===== config.mk =====
export PLATFORM = sky130hd
export DESIGN_NAME = hazard_ctrl
export DESIGN_NICKNAME = d
export VERILOG_FILES = /design/src/rtl/hazard_ctrl.sv
export SDC_FILE = /design/constraint.sdc
export NUM_CORES = 1
export LEC_CHECK = 0
export CELL_PAD_IN_SITES_DETAIL_PLACEMENT = 1
export CELL_PAD_IN_SITES_GLOBAL_PLACEMENT = 2
export CORE_ASPECT_RATIO = 0.7
export CORE_MARGIN = 3
export CORE_UTILIZATION = 25
export CTS_CLUSTER_SIZE = 30
export DETAILED_ROUTE_END_ITERATION = 8
export PLACE_DENSITY = 0.87
export SLEW_MARGIN = 20
export SYNTH_ARGS = -nofsm -noshare
export SYNTH_HDL_FRONTEND = slang
export SYNTH_SLANG_ARGS = --single-unit

===== constraint.sdc =====
create_clock -name clk -period 3.04 [get_ports clk]
set_input_delay 0.608 -clock clk [delete_from_list [all_inputs] [get_ports clk]]
set_output_delay 0.608 -clock clk [all_outputs]
set_load 0.02 [all_outputs]

===== src/rtl/hazard_ctrl.sv =====
// Pipeline hazard controller: load-use stalls, memory-busy freeze, branch flush
// (held pending across a freeze), operand forwarding and saturating perf counters.
module hazard_ctrl #(
  parameter int REG_ADDR_W = 4,
  parameter int CNT_W      = 16
) (
  input  logic                  clk,
  input  logic                  reset,
  input  logic [REG_ADDR_W-1:0] id_rn,
  input  logic [REG_ADDR_W-1:0] id_rm,
  input  logic                  id_uses_rn,
  input  logic                  id_uses_rm,
  input  logic [REG_ADDR_W-1:0] ex_rd,
  input  logic                  ex_mem_to_reg,
  input  logic                  ex_reg_write,
  input  logic [REG_ADDR_W-1:0] ex_rn,
  input  logic [REG_ADDR_W-1:0] ex_rm,
  input  logic [REG_ADDR_W-1:0] mem_rd,
  input  logic                  mem_reg_write,
  input  logic [REG_ADDR_W-1:0] wb_rd,
  input  logic                  wb_reg_write,
  input  logic                  branch_taken,
  input  logic                  mem_busy,
  output logic                  pc_enable,
  output logic                  if_id_enable,
  output logic                  id_ex_enable,
  output logic                  ex_mem_enable,
  output logic                  mem_wb_enable,
  output logic                  if_id_flush,
  output logic                  id_ex_flush,
  output logic [1:0]            forward_a,
  output logic [1:0]            forward_b,
  output logic [CNT_W-1:0]      stall_count,
  output logic [CNT_W-1:0]      flush_count
);

  typedef enum logic [1:0] {
    RUN        = 2'd0,
    FREEZE     = 2'd1,
    FLUSH_PEND = 2'd2
  } state_t;

  // R15 is the PC, never a forwarding source.
  localparam logic [REG_ADDR_W-1:0] NO_FWD_REG = '1;

  state_t           state_reg, state_next;
  logic [CNT_W-1:0] stall_count_reg, flush_count_reg;
  logic             stall_inc, flush_inc;
  logic             flush_now, load_use;

  function automatic logic [1:0] fwd_sel(
    input logic [REG_ADDR_W-1:0] src,
    input logic [REG_ADDR_W-1:0] m_rd,
    input logic                  m_we,
    input logic [REG_ADDR_W-1:0] w_rd,
    input logic                  w_we
  );
    if (m_we && (m_rd == src) && (m_rd != NO_FWD_REG))
      return 2'b10;
    else if (w_we && (w_rd == src) && (w_rd != NO_FWD_REG))
      return 2'b01;
    else
      return 2'b00;
  endfunction

  // FLUSH_PEND doubles as the pending-branch bit.
  assign flush_now = !mem_busy && (branch_taken || (state_reg == FLUSH_PEND));
  assign load_use  = ex_mem_to_reg && ex_reg_write &&
                     ((id_uses_rn && (ex_rd == id_rn)) ||
                      (id_uses_rm && (ex_rd == id_rm)));

  always_comb begin
    state_next    = state_reg;
    pc_enable     = 1'b1;
    if_id_enable  = 1'b1;
    id_ex_enable  = 1'b1;
    ex_mem_enable = 1'b1;
    mem_wb_enable = 1'b1;
    if_id_flush   = 1'b0;
    id_ex_flush   = 1'b0;
    forward_a     = 2'b00;
    forward_b     = 2'b00;
    stall_inc     = 1'b0;
    flush_inc     = 1'b0;

    if (!reset) begin
      state_next = RUN;
    end else begin
      forward_a = fwd_sel(ex_rn, mem_rd, mem_reg_write, wb_rd, wb_reg_write);
      forward_b = fwd_sel(ex_rm, mem_rd, mem_reg_write, wb_rd, wb_reg_write);
      if (mem_busy) begin
        pc_enable     = 1'b0;
        if_id_enable  = 1'b0;
        id_ex_enable  = 1'b0;
        ex_mem_enable = 1'b0;
        mem_wb_enable = 1'b0;
        stall_inc     = 1'b1;
        state_next    = (branch_taken || (state_reg == FLUSH_PEND)) ? FLUSH_PEND : FREEZE;
      end else if (flush_now) begin
        if_id_flush = 1'b1;
        id_ex_flush = 1'b1;
        flush_inc   = 1'b1;
        state_next  = RUN;
      end else begin
        state_next = RUN;
        if (load_use) begin
          pc_enable    = 1'b0;
          if_id_enable = 1'b0;
          id_ex_flush  = 1'b1;
          stall_inc    = 1'b1;
        end
      end
    end
  end

  always_ff @(posedge clk) begin
    if (!reset) begin
      state_reg       <= RUN;
      stall_count_reg <= '0;
      flush_count_reg <= '0;
    end else begin
      state_reg <= state_next;
      if (stall_inc && !(&stall_count_reg))
        stall_count_reg <= stall_count_reg + 1'b1;
      if (flush_inc && !(&flush_count_reg))
        flush_count_reg <= flush_count_reg + 1'b1;
    end
  end

  assign stall_count = stall_count_reg;
  assign flush_count = flush_count_reg;

endmodule


==> impl_metrics.py, run 1 <==
metrics = {
    "sta": {
        "grt_setup_unrepaired": "no",
        "setup_viol": 0,
        "fin_crit_ns": 2.94,
        "hold-worst-slack_ns": 0.514,
        "skew_ns": 0.00589,
        "final-hold-violation-count": 0,
        "drv_slew": 0,
        "slew_headroom_pct": 58.7,
        "fin_crit_sh_pct": 96.6,
        "max_freq_ghz": 0.341,
        "worstMarginPinSlew_ns": 0.616,
    },
    "clock_network": {
        "cts.clk_slew.worst_paths_ns": 0.05,
        "clock-sinks": 34,
        "insertion_delay_ns": 0.28,
        "root_buffer": "clkbuf_16",
        "clk_path_buf_depth": 2,
        "ctsHoldBuffers": 0,
        "cts_tree": "done",
        "ctsHtreeMaxLevel": 2,
        "cts_buffers": 5,
    },
    "global_routing": {
        "grt_max_degree": 29,
        "grt_usage_pct": 14.2,
        "grt_pass1_vias": 2164,
        "grt_pass1_wl_um": 10400,
        "grt_antenna_before_repair": 0,
        "grt-ovfl-total": 0,
    },
    "route": {
        "routed_wl_um": 6210,
        "final_antenna_net_count": 0,
        "dr_total_vias": 2060,
        "drcViolationCount": 0,
        "wl_per_cell_um": 14.6,
        "via_per_inst": 4.86,
        "drt_pass1_iterations": 4,
        "drt_iter0_markers": 100,
    },
    "die": {
        "core_sq_um": 7510,
        "num_rows": 26,
        "num_io_pins": 81,
        "dieHeight_um": 80.7,
        "dieArea_sq_um": 9090,
        "start_util_pct": 26.5,
        "die_width_um": 113,
    },
    "synth": {
        "synth_ff_type": "dfxtp_1",
        "yosysSeqAreaShare_pct": 34.2,
        "yosysWarnings": 0,
        "synth_cell_types": 37,
        "synthesis.nets": 285,
        "synth.area.top_cells": "dfxtp_1, xnor2_1, nand2_1",
        "synth_most_common_cell": "dfxtp_1",
        "avgSynthCellArea_sq_um": 8.13,
        "synth_top_cell_by_area": "dfxtp_1",
        "syn_inst": 245,
        "synth-seq-cells": 34,
        "synth_area_sq_um": 1990,
        "synth_async_sr_flop_share_pct": 0,
        "synthTopCellsByCount": "dfxtp_1, xnor2_1, nand2_1",
        "synth-edff-count": 0,
        "synth_top_area_share_pct": 34.2,
    },
    "finish": {
        "area_delta_synth_final_pct": 53.9,
        "antenna_cells": 0,
        "postLayoutCoreUtil_pct": 40.8,
        "fillers": 893,
        "drive_above_1_share_pct": 5.83,
        "multi_input_area_sq_um": 1230,
        "register_area_sq_um": 681,
        "final_nets": 365,
    },
    "setup_path": {
        "cp_max_fo": 2,
        "crit_required_ns": 2.43,
        "cp.arrival_ns": 2.33,
        "critical_path_class": "primary input to primary output",
        "start_kind": "primary input",
        "cp-end-kind": "primary output",
        "ff2ff_setup_slack_ns": 0.87,
    },
    "flow_run": {
        "cap_violations": 0,
    },
    "power": {
        "power_mw": 1.19,
        "powerDensity_nw_per_um2": 389,
        "power_leakage_nw": 1.05,
        "vdd_drop_max_uv": 214,
    },
    "placed_design": {
        "dp_hpwl_um": 4970,
        "port_buffers": 80,
        "place_congestion": 0.813,
    },
    "outcome": {
        "outcome": "completed",
    },
    "min_path": {
        "min-delay-path-class": "flip-flop to flip-flop",
    },
}
-- report_power, final --
group | total (mW) | switching, mW | leakage, nW | internal [mW]
logic | 0.165 | 0.0741 | 0.693 | 0.0909
clock network | 0.573 | 0.190 | 0.0836 | 0.383
registers | 0.455 | 0.00485 | 0.275 | 0.450
total | 1.19 | 0.269 | 1.05 | 0.924
-- placed cells by master, fill, tap and decap left out, types with 4 or more instances in the layout --
master	n
nand3_1	15
or3_1	8
xnor2_1	31
nor2_1	17
a21oi_1	15
nand4_1	12
nor3_1	10
clkbuf_16	5
or4_1	8
buf_4	4
nand2_1	22
clkdlybuf4s50_1	73
nand2b_1	6
mux2i_1	7
inv_1	7
dfxtp_1	34
o31ai_1	6
o21ai_0	10
dlymetal6s2s_1	4
-- stage by stage --
| step | std cells | area (sq um) | setup TNS [ns] | worst slack, ns |
|---|---|---|---|---|
| 2_1_floorplan | 245 | 1990 | 0 | 0.542 |
| 3_3_place_gp | 416 | 2890 | -0.129 | -0.0646 |
| 3_5_place_dp | 416 | 2890 | -0.306 | -0.119 |
| 4_1_cts | 424 | 3050 | 0 | 0.0517 |
| 5_1_grt | 424 | 3060 | 0 | 0.0271 |
| 6_report | 424 | 3060 | 0 | 0.103 |
-- routing by layer --
metal / up-vias / GRT usage, % / routed length [um]
li1: 1031 / - / -
met1: 969 / 17.6 / 2930
met2: 54 / 23.3 / 2770
met3: 6 / 4.82 / 440
met4: 0 / 4.32 / 68
met5: - / 0 / 0
-- final cells by class --
type	instances	share of cell area [%]
multi-input combinational	192	40.1
timing repair buffer	84	27.3
sequential	34	22.2
clock buffer	5	4.08
tap	98	4.00
clock inverter	3	1.31
inverter	8	0.980
-- what timing repair did --
action	CTS	global route
gates resized for setup	3	4
gates cloned	0	0
buffers inserted	0	0
setup endpoints to repair	3	4
-- worst max-delay path, stage by stage --
cell and delay [ns]:
clkdlybuf4s50_1 0.52, xnor2_1 0.14, nand3_1 0.11, o22ai_2 0.19
a41oi_2 0.16, nand2b_1 0.24, dlygate4sd2_1 0.36
-- cells by family (layout without fill, tap and decap cells) --
group                    Yosys count  after routing  share of synthesized area (%)
buffers and inverters             19            100                           4.46
flip-flops                        34             34                           34.2
AND/OR/NAND/NOR                  112            112                           30.0
adder cells (fa/ha/maj)            2              2                           1.26
XOR/XNOR                          32             32                           14.1
AO/OA/AOI/OAI                     39             39                           12.5
multiplexers                       7              7                           3.52
-- worst paths after layout --
path,to,cells past startpoint,start
worst max-delay path,if_id_enable,7,ex_rd[0]
worst min-delay path,flush_count[9]$_SDFFE_PN0P_,2,flush_count[9]$_SDFFE_PN0P_
worst max register to register,stall_count[5]$_SDFFE_PN0P_,7,stall_count[6]$_SDFFE_PN0P_
worst min register to register,flush_count[9]$_SDFFE_PN0P_,2,flush_count[9]$_SDFFE_PN0P_
Note: power is estimated with default switching activity, not from simulation.
==> run 2, diff against run 1 <==
SLEW_MARGIN = 40   (was 20)
==> results of run 2 <==
Final layout, timing and power as in run 1 (identical DEF).
